File: src/rtl/mc_core.sv
// mc_core: multi-cycle RV32I-subset core.
// FETCH/DECODE/EXEC/MEM/WB FSM with req/valid memory handshakes.
module mc_core #(
  parameter logic [31:0] RESET_PC = 32'h0000_0000,
  parameter int          NREGS    = 32
) (
  input  logic        clock,
  input  logic        resetn,
  output logic        imem_req,
  output logic [31:0] imem_addr,
  input  logic [31:0] imem_rdata,
  input  logic        imem_valid,
  output logic        dmem_req,
  output logic        dmem_we,
  output logic [31:0] dmem_addr,
  output logic [31:0] dmem_wdata,
  input  logic [31:0] dmem_rdata,
  input  logic        dmem_valid,
  output logic        retire,
  output logic        halted,
  output logic [31:0] pc
);
  localparam int AW = $clog2(NREGS);
  localparam logic [5:0] NR = 6'(NREGS);

  typedef enum logic [2:0] {
    FETCH, DECODE, EXEC, MEM, WB, HALT
  } state_e;

  typedef enum logic [3:0] {
    OP_ADD, OP_SUB, OP_AND, OP_OR,
    OP_XOR, OP_SLT, OP_ADDI, OP_LW,
    OP_SW, OP_BEQ, OP_BNE, OP_JAL
  } op_e;

  state_e      state_q;
  op_e         op_q;
  op_e         dec_op;
  logic [31:0] ir_q;
  logic [31:0] pc_q;
  logic [31:0] a_q;
  logic [31:0] b_q;
  logic [31:0] imm_q;
  logic [31:0] res_q;
  logic [4:0]  rd_q;
  logic [31:0] rf_q [NREGS];
  logic        imem_req_q;
  logic        dmem_req_q;
  logic        dmem_we_q;
  logic [31:0] dmem_addr_q;
  logic [31:0] dmem_wdata_q;
  logic        retire_q;
  logic        halted_q;

  assign imem_req   = imem_req_q;
  assign imem_addr  = pc_q;
  assign dmem_req   = dmem_req_q;
  assign dmem_we    = dmem_we_q;
  assign dmem_addr  = dmem_addr_q;
  assign dmem_wdata = dmem_wdata_q;
  assign retire     = retire_q;
  assign halted     = halted_q;
  assign pc         = pc_q;

  logic [6:0]  opc;
  logic [6:0]  f7;
  logic [2:0]  f3;
  logic [4:0]  rs1;
  logic [4:0]  rs2;
  logic [4:0]  rd;
  logic        is_r;
  logic        f7z;
  logic        f7s;
  logic        dec_ok;
  logic        use1;
  logic        use2;
  logic        used;
  logic        bad_idx;
  logic [31:0] dec_imm;

  assign opc  = ir_q[6:0];
  assign rd   = ir_q[11:7];
  assign f3   = ir_q[14:12];
  assign rs1  = ir_q[19:15];
  assign rs2  = ir_q[24:20];
  assign f7   = ir_q[31:25];
  assign is_r = opc == 7'b0110011;
  assign f7z  = f7 == 7'b0000000;
  assign f7s  = f7 == 7'b0100000;

  always_comb begin
    dec_op = OP_ADD;
    dec_ok = 1'b1;
    unique case (1'b1)
      is_r && f7z && f3 == 3'd0: dec_op = OP_ADD;
      is_r && f7s && f3 == 3'd0: dec_op = OP_SUB;
      is_r && f7z && f3 == 3'd7: dec_op = OP_AND;
      is_r && f7z && f3 == 3'd6: dec_op = OP_OR;
      is_r && f7z && f3 == 3'd4: dec_op = OP_XOR;
      is_r && f7z && f3 == 3'd2: dec_op = OP_SLT;
      opc == 7'b0010011 && f3 == 3'd0:
        dec_op = OP_ADDI;
      opc == 7'b0000011 && f3 == 3'd2:
        dec_op = OP_LW;
      opc == 7'b0100011 && f3 == 3'd2:
        dec_op = OP_SW;
      opc == 7'b1100011 && f3 == 3'd0:
        dec_op = OP_BEQ;
      opc == 7'b1100011 && f3 == 3'd1:
        dec_op = OP_BNE;
      opc == 7'b1101111:
        dec_op = OP_JAL;
      default: dec_ok = 1'b0;
    endcase
  end

  // operand usage decides which index fields must be in range
  always_comb begin
    use1 = dec_op != OP_JAL;
    use2 = is_r || dec_op == OP_SW ||
           dec_op == OP_BEQ || dec_op == OP_BNE;
    used = is_r || dec_op == OP_ADDI ||
           dec_op == OP_LW || dec_op == OP_JAL;
    bad_idx = (use1 && {1'b0, rs1} >= NR) ||
              (use2 && {1'b0, rs2} >= NR) ||
              (used && {1'b0, rd} >= NR);
  end

  always_comb begin
    dec_imm = {{20{ir_q[31]}}, ir_q[31:20]};
    case (dec_op)
      OP_SW:
        dec_imm = {{20{ir_q[31]}}, ir_q[31:25],
                   ir_q[11:7]};
      OP_BEQ, OP_BNE:
        dec_imm = {{19{ir_q[31]}}, ir_q[31], ir_q[7],
                   ir_q[30:25], ir_q[11:8], 1'b0};
      OP_JAL:
        dec_imm = {{11{ir_q[31]}}, ir_q[31],
                   ir_q[19:12], ir_q[20],
                   ir_q[30:21], 1'b0};
      default: ;
    endcase
  end

  logic [31:0] alu;
  logic [31:0] tgt;
  logic [31:0] pc4;
  logic        is_mem;
  logic        is_br;
  logic        take;

  assign tgt    = pc_q + imm_q;
  assign pc4    = pc_q + 32'd4;
  assign is_mem = op_q == OP_LW || op_q == OP_SW;
  assign is_br  = op_q == OP_BEQ || op_q == OP_BNE ||
                  op_q == OP_JAL;
  assign take   = (op_q == OP_BEQ && a_q == b_q) ||
                  (op_q == OP_BNE && a_q != b_q) ||
                  op_q == OP_JAL;

  always_comb begin
    alu = a_q + b_q;
    case (op_q)
      OP_SUB: alu = a_q - b_q;
      OP_AND: alu = a_q & b_q;
      OP_OR:  alu = a_q | b_q;
      OP_XOR: alu = a_q ^ b_q;
      OP_SLT:
        alu = {31'd0, $signed(a_q) < $signed(b_q)};
      OP_ADDI, OP_LW, OP_SW: alu = a_q + imm_q;
      default: ;
    endcase
  end

  always_ff @(posedge clock or negedge resetn) begin
    if (!resetn) begin
      state_q      <= FETCH;
      op_q         <= OP_ADD;
      pc_q         <= RESET_PC;
      ir_q         <= '0;
      a_q          <= '0;
      b_q          <= '0;
      imm_q        <= '0;
      res_q        <= '0;
      rd_q         <= '0;
      imem_req_q   <= 1'b0;
      dmem_req_q   <= 1'b0;
      dmem_we_q    <= 1'b0;
      dmem_addr_q  <= '0;
      dmem_wdata_q <= '0;
      retire_q     <= 1'b0;
      halted_q     <= 1'b0;
      for (int i = 0; i < NREGS; i++) rf_q[i] <= '0;
    end else begin
      retire_q <= 1'b0;
      case (state_q)
        FETCH: begin
          if (!imem_req_q) begin
            imem_req_q <= 1'b1;
          end else if (imem_valid) begin
            imem_req_q <= 1'b0;
            ir_q       <= imem_rdata;
            state_q    <= DECODE;
          end
        end
        DECODE: begin
          op_q  <= dec_op;
          a_q   <= rf_q[rs1[AW-1:0]];
          b_q   <= rf_q[rs2[AW-1:0]];
          imm_q <= dec_imm;
          rd_q  <= rd;
          if (!dec_ok || bad_idx) begin
            halted_q <= 1'b1;
            state_q  <= HALT;
          end else begin
            state_q <= EXEC;
          end
        end
        EXEC: begin
          res_q <= alu;
          if (is_mem && alu[1:0] != 2'b00) begin
            halted_q <= 1'b1;
            state_q  <= HALT;
          end else if (is_mem) begin
            dmem_req_q   <= 1'b1;
            dmem_we_q    <= op_q == OP_SW;
            dmem_addr_q  <= alu;
            dmem_wdata_q <= b_q;
            state_q      <= MEM;
          end else if (is_br && take && tgt[1]) begin
            halted_q <= 1'b1;
            state_q  <= HALT;
          end else if (is_br) begin
            if (op_q == OP_JAL && rd_q != 5'd0)
              rf_q[rd_q[AW-1:0]] <= pc4;
            pc_q       <= take ? tgt : pc4;
            retire_q   <= 1'b1;
            imem_req_q <= 1'b1;
            state_q    <= FETCH;
          end else begin
            state_q <= WB;
          end
        end
        MEM: begin
          if (dmem_valid) begin
            dmem_req_q <= 1'b0;
            if (dmem_we_q) begin
              pc_q       <= pc4;
              retire_q   <= 1'b1;
              imem_req_q <= 1'b1;
              state_q    <= FETCH;
            end else begin
              res_q   <= dmem_rdata;
              state_q <= WB;
            end
          end
        end
        WB: begin
          if (rd_q != 5'd0)
            rf_q[rd_q[AW-1:0]] <= res_q;
          pc_q       <= pc4;
          retire_q   <= 1'b1;
          imem_req_q <= 1'b1;
          state_q    <= FETCH;
        end
        default: begin
          imem_req_q <= 1'b0;
          dmem_req_q <= 1'b0;
          halted_q   <= 1'b1;
          state_q    <= HALT;
        end
      endcase
    end
  end
endmodule

File: config.mk
export PLATFORM = sky130hd
export DESIGN_NAME = mc_core
export DESIGN_NICKNAME = d
export VERILOG_FILES = /design/src/rtl/mc_core.sv
export SDC_FILE = /design/constraint.sdc
export NUM_CORES = 2
export LEC_CHECK = 0
export CAP_MARGIN = 10
export CORE_UTILIZATION = 45
export DETAILED_ROUTE_END_ITERATION = 12
export GPL_ROUTABILITY_DRIVEN = 0
export PLACE_DENSITY = 0.69
export SLEW_MARGIN = 20
export SYNTH_ARGS = -nofsm -noshare
export SYNTH_HDL_FRONTEND = slang
export SYNTH_SLANG_ARGS = --single-unit
File: constraint.sdc
create_clock -name clock -period 4.49 [get_ports clock]
set_input_delay 0.449 -clock clock [delete_from_list [all_inputs] [get_ports clock]]
set_output_delay 0.449 -clock clock [all_outputs]
set_load 0.02 [all_outputs]
==> results.sh <==
export IMPL_antenna_cells=0
export IMPL_rows=145
export IMPL_finish_instance_area_um2=80590
export IMPL_firstDrtPassIters=7
export IMPL_drt_initial_drc_count=6449
export IMPL_drv_cap=0
export IMPL_die_w_um=398.4
export IMPL_cp_arrival_ns=5.00
export IMPL_coreArea_um2=156000
export IMPL_p_per_area_nw_per_um2=544.2
export IMPL_synth_top_cell_by_area="dfrtp_1"
export IMPL_syn_cell_area_um2=70710
export IMPL_relSlewSlack=0.2462
export IMPL_yosysMostFrequentCell="dfrtp_1"
export IMPL_hpwl_um=145100
export IMPL_syn_avg_cell_area_um2=10.89
export IMPL_min_period_ns=4.325
export IMPL_antenna_left=0
export IMPL_skew_ns=0.03006
export IMPL_placed_cell_area_um2=75910
export IMPL_path_max_fanout=7
export IMPL_status="finished, final reports clean"
export IMPL_cts_max_level=4
export IMPL_grt_overflow=0
export IMPL_synth_common_cells="1,286 x dfrtp_1, 1,259 x nand2_1, 744 x o21ai_0"
export IMPL_cpMostUsedCell="buf_4"
export IMPL_syn_inst=6496
export IMPL_yosysWarnings=0
export IMPL_crit_path_start_kind="register"
export IMPL_wl_met3_um=21660
export IMPL_clock_sinks=1286
export IMPL_ys_ff_latch=1286
export IMPL_crit_required_ns=5.16
export IMPL_netlist_top_cells_area="dfrtp_1 46%, mux4_2 20%, nand2_1 6.7%, o21ai_0 5.3%, o21ai_1 3.1%"
export IMPL_yosys_area_top_type_share=0.4551
export IMPL_antenna_found_initial=6
export IMPL_die_h_um=398.4
export IMPL_async_flop_share=1.000
export IMPL_setup_viol=0
export IMPL_wirelength_um=223500
export IMPL_clk_pin_slew_ns=0.06
export IMPL_io_pins=201
export IMPL_post_route_drc_count=0
export IMPL_hold_class="in -> async"
export IMPL_cts_tree="yes"
export IMPL_synth_yosys_seq_area_share=0.4551
export IMPL_cts_made_buffers=139
export IMPL_grtUsageTotal=0.2847
export IMPL_max_freq_mhz=231.2
export IMPL_crit_chain="nor4b_1, buf_4, a21oi_4, buf_4, mux2_2, ha_1, a21oi_1, a2bb2oi_1, a21oi_2, nand4_1, a311oi_2, a311oi_1, buf_4, o21ai_0, nor4b_1, nor3_1, a211oi_1"
export IMPL_finalNonFillerCells=8633
export IMPL_wl_met1_um=88130
export IMPL_clk_latency_ns=0.79
export IMPL_ir_drop_mv=0.4686
export IMPL_ctsRootBufferMaster="clkbuf_16"
export IMPL_grt_max_degree=146
export IMPL_hold_viol_final=0
export IMPL_fin_crit_sh=0.9633
export IMPL_die_area_um2=158700
export IMPL_cp_end_kind="register"
export IMPL_drive_above_1_share=0.2011
export IMPL_maxSlewViolCount=0
export IMPL_grt_pass1_wl_um=340400
export IMPL_synth_edf_count=0
export IMPL_clockBufferDepth=3
export IMPL_synth_distinct_cells=79
export IMPL_fill_cells=13370
export IMPL_tightest_slew_ns=1.131
export IMPL_start_util=0.4532
export IMPL_dp_cells=8378
export IMPL_wl_per_cell_um=25.88
export IMPL_routed_top_layer="met5"
export IMPL_syn_num_nets=6726
export IMPL_synthFlopType="dfrtp_1"
export IMPL_cpPeakStageDelay_ns=0.42
export IMPL_p_leak_nw=34.15
export IMPL_met2_length_um=101500
export IMPL_detail_route_vias_per_cell=6.312
export IMPL_area_delta_synth_final_pct=13.98
export IMPL_grt_pass1_vias=54200
export IMPL_nets=6695
export IMPL_io_buffers=200
export IMPL_criticalPathCategory="reg -> reg"
export IMPL_slowest_stage="dfrtp_1"
export IMPL_vias=54490
## critical path, delay by kind of cell, from the launching register on
family | cells | cell delay, ns
AO/OA/AOI/OAI | 8 | 1.66
AND/OR/NAND/NOR | 4 | 1.00
buffers and inverters | 3 | 0.54
multiplexers | 1 | 0.26
flip-flops | 1 | 0.42
adder cells (fa/ha/maj) | 1 | 0.35
## timing repair
item,4_1_cts,5_1_grt
resized for setup,1,9
setup endpoints to repair,4,15
endpoints found under the hold margin,96,0
setup buffers,0,3
hold buffers,1,0
pin swaps,0,2
## power by group
part,switching (mW),internal [mW]
Clock,4.86,6.75
Sequential,2.54,13.6
Combinational,8.99,7.11
Total,16.4,27.5
## layout make-up
| cell class | count | area, um2 | share of cell area |
|---|---|---|---|
| flip-flops and latches | 1286 | 32210 | 0.3997 |
| multi-input cells | 4461 | 35920 | 0.4457 |
| repair buffers | 457 | 4826 | 0.05988 |
| clock inverters | 36 | 355.3 | 0.004409 |
| well taps | 2058 | 2575 | 0.03195 |
| clock buffers | 215 | 4249 | 0.05272 |
| inverters | 120 | 450.4 | 0.005589 |
## metrics by stage
stage	setup TNS (ns)	total power, mW	utilization	setup WS (ns)	hold WS, ns
4_1_cts	0	43.67	0.5161	0.02194	0.2421
5_1_grt	-0.001270	45.85	0.5165	-0.001270	0.2695
6_report	0	43.85	0.5165	0.1646	0.2237
2_1_floorplan	0	26.35	-	0.1368	0.1534
3_3_place_gp	0	31.54	0.4864	0.06437	0.3765
3_5_place_dp	-0.1581	32.05	0.4865	-0.04851	0.3836
## layer usage
| metal | GRT usage | up-vias |
|---|---|---|
| met5 | 0 | - |
| met2 | 0.4338 | 2919 |
| met1 | 0.3848 | 27480 |
| met4 | 0.1438 | 10 |
| li1 | - | 23510 |
| met3 | 0.06310 | 571 |
## cells by family (layout without fill, tap and decap cells)
family,count (synthesis),in the layout,share of synthesized area
flip-flops,1286,1286,0.4551
AND/OR/NAND/NOR,1720,1720,0.1011
AO/OA/AOI/OAI,1656,1656,0.1285
multiplexers,828,828,0.2321
buffers and inverters,749,828,0.04247
adder cells (fa/ha/maj),162,162,0.02898
XOR/XNOR,95,95,0.01177
## sequential cells by signal (all words and copies together), names as in the netlist
signal,count
a_q,32
b_q,32
dmem_addr,32
dmem_req,1
dmem_wdata,32
dmem_we,1
halted,1
imem_addr,32
imem_req,1
imm_q,21
ir_q,32
op_q,4
rd_q,5
res_q,32
retire,1
rf_q,1024
state_q,3
## cells in the final DEF, fill, tap and decap left out, drive strengths merged, types with 21 or more instances in the layout
cell           count
nand2           1266
ha               159
mux2              95
o21ai           1187
a211oi            33
o21bai            28
xnor2             72
a21oi            191
mux2i             93
and3              24
a31oi             22
dfrtp           1286
nor2b             21
a21o              44
clkinv            25
buf              257
nor4              24
nor2             205
clkbuf           215
xor2              23
a221oi            26
mux4             640
clkdlybuf4s50    199
nand3             38
nor3              51
inv              124
## path summary, 6_finish.rpt
check                                   start       endpoint  depth (start not counted)  slack, ns
worst max register to register        op_q[2]      res_q[30]                         17       0.16
max in group asynchronous              resetn      rf_q[571]                          3       2.79
worst min-delay path                   resetn  imem_addr[12]                          2       0.22
min in group clock              imem_rdata[5]        ir_q[5]                          3       0.28
worst min register to register     rf_q[1019]     rf_q[1019]                          0       0.39
worst max-delay path                  op_q[2]      res_q[30]                         17       0.16
Power figures use the tool's default switching activity.
